--- src/rtl/ifu_if.sv ---
// Fetch-side bundle of the instruction fetch unit: memory request/response channel,
// redirect input and the instruction handshake toward decode.
interface ifu_if #(
    parameter int XLEN        = 64,
    parameter int INSTR_WIDTH = 32
);
    logic                   ifu_req_valid_o;
    logic [XLEN-1:0]        ifu_req_addr_o;
    logic                   imem_req_ready_i;
    logic                   imem_rsp_valid_i;
    logic [INSTR_WIDTH-1:0] imem_rsp_instr_i;
    logic                   imem_rsp_err_i;
    logic                   redirect_valid_i;
    logic [XLEN-1:0]        redirect_pc_i;
    logic                   ifu_instr_valid_o;
    logic [INSTR_WIDTH-1:0] ifu_instr_o;
    logic [XLEN-1:0]        ifu_pc_o;
    logic                   ifu_fetch_err_o;
    logic                   id_ready_i;

    modport master (
        output ifu_req_valid_o, ifu_req_addr_o,
        output ifu_instr_valid_o, ifu_instr_o, ifu_pc_o, ifu_fetch_err_o,
        input  imem_req_ready_i, imem_rsp_valid_i, imem_rsp_instr_i, imem_rsp_err_i,
        input  redirect_valid_i, redirect_pc_i, id_ready_i
    );

    modport slave (
        input  ifu_req_valid_o, ifu_req_addr_o,
        input  ifu_instr_valid_o, ifu_instr_o, ifu_pc_o, ifu_fetch_err_o,
        output imem_req_ready_i, imem_rsp_valid_i, imem_rsp_instr_i, imem_rsp_err_i,
        output redirect_valid_i, redirect_pc_i, id_ready_i
    );
endinterface

--- src/rtl/ifu.sv ---
// Instruction fetch unit: owns the PC, issues in-order fetches under a 2-credit limit,
// buffers responses in a 2-entry FIFO toward decode and discards stale responses after redirects.
module ifu #(
    parameter int              XLEN        = 64,
    parameter int              INSTR_WIDTH = 32,
    parameter logic [XLEN-1:0] RESET_PC    = 64'h0000_0000_8000_0000
) (
    input logic   clk_i,
    input logic   rst_i,
    ifu_if.master bus
);
    typedef enum logic [1:0] {RUN, DRAIN, HALT} state_t;

    localparam logic [XLEN-1:0] PC_STEP = XLEN'(4);

    state_t                 state_q, state_d;
    logic [XLEN-1:0]        pc_q, pc_d;
    logic [1:0]             live_q, live_d;
    logic [1:0]             kill_q, kill_d;
    logic [1:0]             count_q, count_d;
    logic                   rd_q, rd_d, wr_q, wr_d;
    logic                   pcf_rd_q, pcf_rd_d, pcf_wr_q, pcf_wr_d;

    logic [XLEN-1:0]        ent_pc    [2];
    logic [INSTR_WIDTH-1:0] ent_instr [2];
    logic                   ent_err   [2];
    logic [XLEN-1:0]        pcf       [2];

    logic [2:0]             credit_used;
    logic                   req_hs, enq, deq, rsp_drop;

    // Every outstanding request, kept or killed, plus every buffered entry holds a credit
    assign credit_used = {1'b0, live_q} + {1'b0, kill_q} + {1'b0, count_q};

    assign bus.ifu_req_valid_o = !rst_i && (state_q != HALT) && !bus.redirect_valid_i
                                 && (credit_used < 3'd2);
    assign bus.ifu_req_addr_o  = pc_q;

    assign req_hs   = bus.ifu_req_valid_o && bus.imem_req_ready_i;
    assign rsp_drop = bus.imem_rsp_valid_i && (kill_q != 2'd0);
    assign enq      = bus.imem_rsp_valid_i && (kill_q == 2'd0) && !bus.redirect_valid_i;
    assign deq      = (count_q != 2'd0) && bus.id_ready_i;

    assign bus.ifu_instr_valid_o = (count_q != 2'd0);
    assign bus.ifu_instr_o       = (count_q != 2'd0) ? ent_instr[rd_q] : '0;
    assign bus.ifu_pc_o          = (count_q != 2'd0) ? ent_pc[rd_q]    : '0;
    assign bus.ifu_fetch_err_o   = (count_q != 2'd0) && ent_err[rd_q];

    always_comb begin
        state_d  = state_q;
        pc_d     = pc_q;
        live_d   = live_q;
        kill_d   = kill_q;
        count_d  = count_q;
        rd_d     = rd_q;
        wr_d     = wr_q;
        pcf_rd_d = pcf_rd_q;
        pcf_wr_d = pcf_wr_q;

        if (bus.redirect_valid_i) begin
            // A response arriving alongside a redirect is always one of the now-stale requests
            pc_d     = {bus.redirect_pc_i[XLEN-1:2], 2'b00};
            kill_d   = kill_q + live_q - {1'b0, bus.imem_rsp_valid_i};
            live_d   = 2'd0;
            count_d  = 2'd0;
            rd_d     = 1'b0;
            wr_d     = 1'b0;
            pcf_rd_d = 1'b0;
            pcf_wr_d = 1'b0;
            state_d  = (kill_d != 2'd0) ? DRAIN : RUN;
        end else begin
            if (req_hs) begin
                pc_d     = pc_q + PC_STEP;
                pcf_wr_d = ~pcf_wr_q;
            end
            if (enq) begin
                wr_d     = ~wr_q;
                pcf_rd_d = ~pcf_rd_q;
            end
            if (deq) begin
                rd_d = ~rd_q;
            end
            count_d = count_q + {1'b0, enq} - {1'b0, deq};
            live_d  = live_q + {1'b0, req_hs} - {1'b0, enq};
            if (rsp_drop) begin
                kill_d = kill_q - 2'd1;
            end
            if (enq && bus.imem_rsp_err_i) begin
                // Everything fetched past a faulting instruction is wrong-path until redirected
                kill_d   = kill_q + live_d;
                live_d   = 2'd0;
                pcf_rd_d = 1'b0;
                pcf_wr_d = 1'b0;
                state_d  = HALT;
            end else if (state_q == DRAIN && kill_d == 2'd0) begin
                state_d = RUN;
            end
        end
    end

    always_ff @(posedge clk_i or posedge rst_i) begin
        if (rst_i) begin
            state_q  <= RUN;
            pc_q     <= RESET_PC;
            live_q   <= 2'd0;
            kill_q   <= 2'd0;
            count_q  <= 2'd0;
            rd_q     <= 1'b0;
            wr_q     <= 1'b0;
            pcf_rd_q <= 1'b0;
            pcf_wr_q <= 1'b0;
        end else begin
            state_q  <= state_d;
            pc_q     <= pc_d;
            live_q   <= live_d;
            kill_q   <= kill_d;
            count_q  <= count_d;
            rd_q     <= rd_d;
            wr_q     <= wr_d;
            pcf_rd_q <= pcf_rd_d;
            pcf_wr_q <= pcf_wr_d;
        end
    end

    // Payload storage needs no reset: occupancy is tracked by count_q and the pointers
    always_ff @(posedge clk_i) begin
        if (req_hs) begin
            pcf[pcf_wr_q] <= pc_q;
        end
        if (enq) begin
            ent_pc[wr_q]    <= pcf[pcf_rd_q];
            ent_instr[wr_q] <= bus.imem_rsp_instr_i;
            ent_err[wr_q]   <= bus.imem_rsp_err_i;
        end
    end
endmodule

--- src/flat_wrapper.sv ---
// flat-port wrapper written by rule: the top's interface ports become plain ports
module ifu_flat 
#(
    parameter int              XLEN        = 64,
    parameter int              INSTR_WIDTH = 32,
    parameter logic [XLEN-1:0] RESET_PC    = 64'h0000_0000_8000_0000
)
  (clk_i, rst_i, bus_ifu_req_valid_o, bus_ifu_req_addr_o, bus_ifu_instr_valid_o, bus_ifu_instr_o, bus_ifu_pc_o, bus_ifu_fetch_err_o, bus_imem_req_ready_i, bus_imem_rsp_valid_i, bus_imem_rsp_instr_i, bus_imem_rsp_err_i, bus_redirect_valid_i, bus_redirect_pc_i, bus_id_ready_i);
  ifu_if #(.XLEN(XLEN), .INSTR_WIDTH(INSTR_WIDTH)) bus_i ();
  input logic clk_i;
  input logic rst_i;
  output wire logic [$bits(bus_i.ifu_req_valid_o)-1:0] bus_ifu_req_valid_o;
  output wire logic [$bits(bus_i.ifu_req_addr_o)-1:0] bus_ifu_req_addr_o;
  output wire logic [$bits(bus_i.ifu_instr_valid_o)-1:0] bus_ifu_instr_valid_o;
  output wire logic [$bits(bus_i.ifu_instr_o)-1:0] bus_ifu_instr_o;
  output wire logic [$bits(bus_i.ifu_pc_o)-1:0] bus_ifu_pc_o;
  output wire logic [$bits(bus_i.ifu_fetch_err_o)-1:0] bus_ifu_fetch_err_o;
  input wire logic [$bits(bus_i.imem_req_ready_i)-1:0] bus_imem_req_ready_i;
  input wire logic [$bits(bus_i.imem_rsp_valid_i)-1:0] bus_imem_rsp_valid_i;
  input wire logic [$bits(bus_i.imem_rsp_instr_i)-1:0] bus_imem_rsp_instr_i;
  input wire logic [$bits(bus_i.imem_rsp_err_i)-1:0] bus_imem_rsp_err_i;
  input wire logic [$bits(bus_i.redirect_valid_i)-1:0] bus_redirect_valid_i;
  input wire logic [$bits(bus_i.redirect_pc_i)-1:0] bus_redirect_pc_i;
  input wire logic [$bits(bus_i.id_ready_i)-1:0] bus_id_ready_i;
  assign bus_ifu_req_valid_o = bus_i.ifu_req_valid_o;
  assign bus_ifu_req_addr_o = bus_i.ifu_req_addr_o;
  assign bus_ifu_instr_valid_o = bus_i.ifu_instr_valid_o;
  assign bus_ifu_instr_o = bus_i.ifu_instr_o;
  assign bus_ifu_pc_o = bus_i.ifu_pc_o;
  assign bus_ifu_fetch_err_o = bus_i.ifu_fetch_err_o;
  assign bus_i.imem_req_ready_i = bus_imem_req_ready_i;
  assign bus_i.imem_rsp_valid_i = bus_imem_rsp_valid_i;
  assign bus_i.imem_rsp_instr_i = bus_imem_rsp_instr_i;
  assign bus_i.imem_rsp_err_i = bus_imem_rsp_err_i;
  assign bus_i.redirect_valid_i = bus_redirect_valid_i;
  assign bus_i.redirect_pc_i = bus_redirect_pc_i;
  assign bus_i.id_ready_i = bus_id_ready_i;
  ifu #(.XLEN(XLEN), .INSTR_WIDTH(INSTR_WIDTH), .RESET_PC(RESET_PC)) u_core (.clk_i(clk_i), .rst_i(rst_i), .bus(bus_i));
endmodule
--- config.mk ---
export PLATFORM = sky130hd
export DESIGN_NAME = ifu_flat
export DESIGN_NICKNAME = d
export VERILOG_FILES = /design/src/rtl/ifu_if.sv /design/src/rtl/ifu.sv /design/src/flat_wrapper.sv
export SDC_FILE = /design/constraint.sdc
export NUM_CORES = 1
export LEC_CHECK = 0
export CAP_MARGIN = 5
export CORE_MARGIN = 1.5
export CORE_UTILIZATION = 50
export DETAILED_ROUTE_END_ITERATION = 6
export HOLD_SLACK_MARGIN = 0.03
export PLACE_DENSITY = 0.75
export SETUP_SLACK_MARGIN = 0.05
export SYNTH_ARGS = -nofsm -noshare
export SYNTH_HDL_FRONTEND = slang
export SYNTH_SLANG_ARGS = --single-unit
--- constraint.sdc ---
create_clock -name clk_i -period 14.2 [get_ports clk_i]
set_input_delay 1.42 -clock clk_i [delete_from_list [all_inputs] [get_ports clk_i]]
set_output_delay 1.42 -clock clk_i [all_outputs]
set_load 0.005 [all_outputs]
# Word-level counts from Yosys, hierarchy flattened
# Memories as Yosys holds them, arrays and structs flattened.
# Index checks and enable logic that the tools add are counted.
# totals
reg_bits	76
latchBits	0
ram_bits	322
rom_bits	0
input_bits	103
output_inout_bits	163
wordCells	84
mem_count	4
# op_classes
add_sub_neg	11
multipliers	0
n_div	0
magnitude_cmp	1
eq_ne	2
shift	0
mux	29
bitwise	4
n_reduce_logical	24
# mem_list
name	words	width	read_ports	rd_clocked_by_memory_dff	wr	line	source
u_core.ent_pc	2	64	1	0	1	ifu.sv:24	logic [XLEN-1:0] ent_pc [2];
u_core.pcf	2	64	1	0	1	ifu.sv:27	logic [XLEN-1:0] pcf [2];
u_core.ent_instr	2	32	1	0	1	ifu.sv:25	logic [INSTR_WIDTH-1:0] ent_instr [2];
u_core.ent_err	2	1	1	0	1	ifu.sv:26	logic ent_err [2];
# op_table
op	n
64-bit two-way mux	3
64-bit by 3-bit adder with 64-bit output, second input constant	1
32-bit two-way mux	1
2-bit two-way mux	10
1-bit two-way mux	15
2-bit nonzero test	6
1-bit logical AND	11
3-bit nonzero test	3
2-bit by 1-bit subtractor with 2-bit output	3
2-bit by 1-bit adder with 2-bit output	2
2-bit adder	2
2-bit zero test	2
1-bit inverter	4
2-bit by 2-bit adder with 3-bit output	1
3-bit by 2-bit adder with 3-bit output	1
3-bit by 2-bit less-than comparator with 1-bit output, second input constant	1
2-bit by 1-bit == test with 1-bit output, second input constant	1
1-bit zero test	2
2-bit inequality test, second input constant	1
2-bit by 1-bit subtractor with 2-bit output, second input constant	1

# Logic depth before layout (Yosys ltp)
# logic_depth
ltp_word	10
mapped_depth	15
mapped_depth_nobuf	12

# Worst setup path before layout
# No wires, ideal clock.
# synth_timing
path_type	input-to-reg
startpoint	in bus_redirect_valid_i
endpoint	mem u_core.ent_err[0], enable pin
setup_time_ps	665
arrival_ps	8437
t_required_ps	13535
setup_slack_ps	5098
path_stages	4
n_path_buf	3
path_cell_list	buf_6 > clkbuf_1 > clkbuf_1 > nor3_1
# synth_via
elab_chain_len	4
# synth_rtl
element	line	source
from (decl)	flat_wrapper.sv:22	input wire logic [$bits(bus_i.redirect_valid_i)-1:0] bus_redirect_valid_i;
1-bit zero test	ifu.sv:41	assign enq = bus.imem_rsp_valid_i && (kill_q == 2'd0) && !bus.redirect_valid_i;
1-bit logical AND	ifu.sv:41	
1-bit two-way mux	ifu.sv:130	if (enq) begin
1-bit two-way mux (implied by the code)	ifu.sv:133	ent_err[wr_q] <= bus.imem_rsp_err_i;
to (decl)	ifu.sv:26	
# Every way passes these cells.

# Worst setup path after layout
# layout_timing
startpoint	reg u_core.rd_q
endpoint	out bus_ifu_pc_o[21]
# layout_via
elab_chain_len	2
# layout_rtl
element	line	source
from (decl)	ifu.sv:21	logic rd_q, rd_d, wr_q, wr_d;
from (signal assigned)	ifu.sv:118	rd_q <= rd_d;
memory read 2 x 64 bit	-	
64-bit two-way mux	ifu.sv:46	assign bus.ifu_pc_o = (count_q != 2'd0) ? ent_pc[rd_q] : '0;
to (decl)	flat_wrapper.sv:16	output wire logic [$bits(bus_i.ifu_pc_o)-1:0] bus_ifu_pc_o;
# Every way passes these cells.

==> impl_metrics.py <==
metrics = {
    "layout": {
        "final_cell_mix": "edfxtp_1, clkdlybuf4s50_1, nor2_1",
        "regArea_mm2": 0.0113,
        "finalNetCount": 1571,
        "nFillCells": 2393,
        "multi_input_area_mm2": 0.00500,
        "area_growth_pct": 25.5,
        "layout-drive-gt1-share_pct": 10.6,
        "n_antenna_cell": 0,
        "final_common_cell": "edfxtp_1",
    },
    "synthesis": {
        "synth_top_area_share_pct": 56.7,
        "synth_edf_count": 314,
        "netlist_area_mm2": 0.0166,
        "avgSynthCellArea_um2": 13.9,
        "synth_top_cell_by_area": "edfxtp_1",
        "yosysSeqAreaShare_pct": 67.8,
        "synth_cell_types": 63,
        "synthTopCellsByArea": "edfxtp_1, dfrtp_1, mux2i_1",
        "synthFlopType": "edfxtp_1",
        "synth_async_sr_flop_share_pct": 19.1,
        "ys_ff_latch": 388,
        "yosys_warnings": 0,
        "syn_inst": 1201,
    },
    "sta": {
        "skew_ns": 0.0121,
        "fin_crit_ns": 4.75,
        "fmax_ghz": 0.210,
        "setup_viol": 0,
        "drv_slew": 0,
        "finalCritPeriodShare_pct": 33.5,
        "tightest_slew_ns": 1.03,
        "final-hold-violation-count": 0,
        "relSlewSlack_pct": 31.1,
        "rsz0062_at_grt": "false",
        "fin_tns_setup_ns": 0,
    },
    "setup_path": {
        "arrival_ns": 3.33,
        "critPathLaunchType": "register",
        "cp_data_required_time_ns": 12.78,
        "crit_type": "register to output pin",
        "path_max_fanout": 49,
        "endpoint_kind": "output pin",
    },
    "worst_hold_path": {
        "holdCritPathClass": "register to register",
    },
    "clock_network": {
        "post_cts_buffers": 0,
        "numCtsBuffers": 40,
        "clk_pin_slew_ns": 0.07,
        "cts_tree": "built",
        "postCtsHoldBufs": 0,
        "cts.htree.levels": 2,
        "cts-root-buf": "clkbuf_16",
        "cts_max_path_buffers": 3,
        "cts.sinks": 388,
        "cts-resized-gates": 0,
        "clk_latency_ns": 0.53,
    },
    "route": {
        "drt_pass1_iterations": 5,
        "vias": 11100,
        "wirelength_um": 41700,
        "drc_errors": 0,
        "wl_per_cell_um": 21.6,
        "drt.antenna.violating_nets": 0,
        "vias_per_cell": 5.76,
        "drtIter0Drc": 1109,
    },
    "global_routing": {
        "grt_max_degree": 85,
        "grt_pass1_vias": 10700,
        "grt_use_total_pct": 23.9,
        "grt_pass1_wl_um": 61900,
        "antenna_found_initial": 0,
        "overflow": 0,
    },
    "floorplan": {
        "start_util_pct": 51.0,
        "rows": 66,
        "die_y_um": 185,
        "dieArea_mm2": 0.0344,
        "boundaryPins": 266,
        "design.core.area_mm2": 0.0326,
        "fp.dieW_um": 185,
    },
    "pwr": {
        "ir_drop_v": 0.000112,
        "power.total_w": 0.00350,
        "power_density_mw_per_mm2": 168,
        "leakage_nw": 7.10,
    },
    "flow_run": {
        "max_cap_viol_count": 0,
    },
    "run_status": {
        "status": "completed",
    },
    "placement": {
        "detailedPlacementHpwl_um": 26500,
        "numPortBuffers": 259,
        "gp_congestion": 0.890,
    },
}
==> worst max-delay path, cell delays in order (launching register included) <==
cell,delay (ns)
dfrtp_4,1.00
buf_4,0.80
mux2i_1,0.19
nor2_1,0.18
clkdlybuf4s50_1,0.53
==> through the flow <==
stage / instance area (um^2) / worst slack, ns / std cells / util (%) / hold slack (ns)
detailed placement: 19700 / 9.21 / 1856 / 60.3 / 0.549
finish: 20900 / 9.45 / 1928 / 64.0 / 0.555
global placement: 19700 / 9.25 / 1856 / 60.3 / 0.527
floorplan: 16600 / 5.10 / 1204 / - / 0.485
global route: 20900 / 9.22 / 1928 / 64.0 / 0.562
CTS: 20900 / 9.32 / 1928 / 64.0 / 0.554
==> cell type report <==
cell class                      instances  area share [%]
Tap cell                              442            2.65
Clock inverter                         16           0.569
Timing Repair Buffer                  275            13.0
Multi-Input combinational cell        724            24.0
Inverter                               27           0.485
Clock buffer                           56            5.33
Sequential cell                       388            54.0
==> power by group <==
group          switching (W)  internal, W  leakage (nW)  total (W)
Clock               0.000425     0.000568         0.603   0.000993
Combinational       0.000458     0.000502          2.74   0.000959
Sequential          0.000153      0.00140          3.75    0.00155
Total                0.00104      0.00247          7.10    0.00350
==> synthesized netlist by cell type, drive strengths merged (23+ instances only) <==
cell type / number
edfxtp: 314
dfrtp: 73
o21ai: 34
clkbuf: 45
nand2: 88
nand4: 41
mux2: 65
inv: 27
nand3: 31
nor3: 26
and3: 23
nor2: 121
mux2i: 101
==> state kept, by name, summed over array words and instances, names as in the netlist <==
name	flops
u_core.pcf	124
u_core.count_q	2
u_core.pcf_wr_q	1
u_core.pcf_rd_q	1
u_core.ent_err	2
u_core.wr_q	1
u_core.ent_instr	64
u_core.kill_q	2
u_core.live_q	2
u_core.state_q	2
u_core.ent_pc	124
u_core.rd_q	1
u_core.bus.ifu_req_addr_o	62
==> path summary, 6_finish.rpt <==
path | depth (start not counted) | startpoint | endpoint | slack, ns
max | 4 | u_core.rd_q | bus_ifu_pc_o[21] | 9.45
min | 1 | u_core.pcf[1][36] | u_core.ent_pc[0][36] | 0.56
max reg2reg | 14 | u_core.count_q[1] | u_core.kill_q[1] | 9.94
min reg2reg | 1 | u_core.pcf[1][36] | u_core.ent_pc[0][36] | 0.56
max in group asynchronous | 3 | rst_i | u_core.rd_q | 11.85
min in group asynchronous | 3 | rst_i | u_core.kill_q[0] | 1.59
==> cells by family after synthesis <==
logic type,count (synthesis),share of synthesized area (%)
fa+ha+maj,12,0.948
compound gates,120,5.03
flops,388,67.8
xor+xnor,25,1.32
mux,166,10.5
buf+inv,92,2.40
simple gates,397,12.0
other cells,1,0.0225
==> metal layers <==
layer  vias up  wire length (um)  track usage, %
li1       5063                 -               -
met1      5491             17300            32.3
met2       472             20000            38.3
met3        78              3160            4.66
met4         0              1240            9.46
met5         -                 0               0
(Power assumes the default switching activity.)
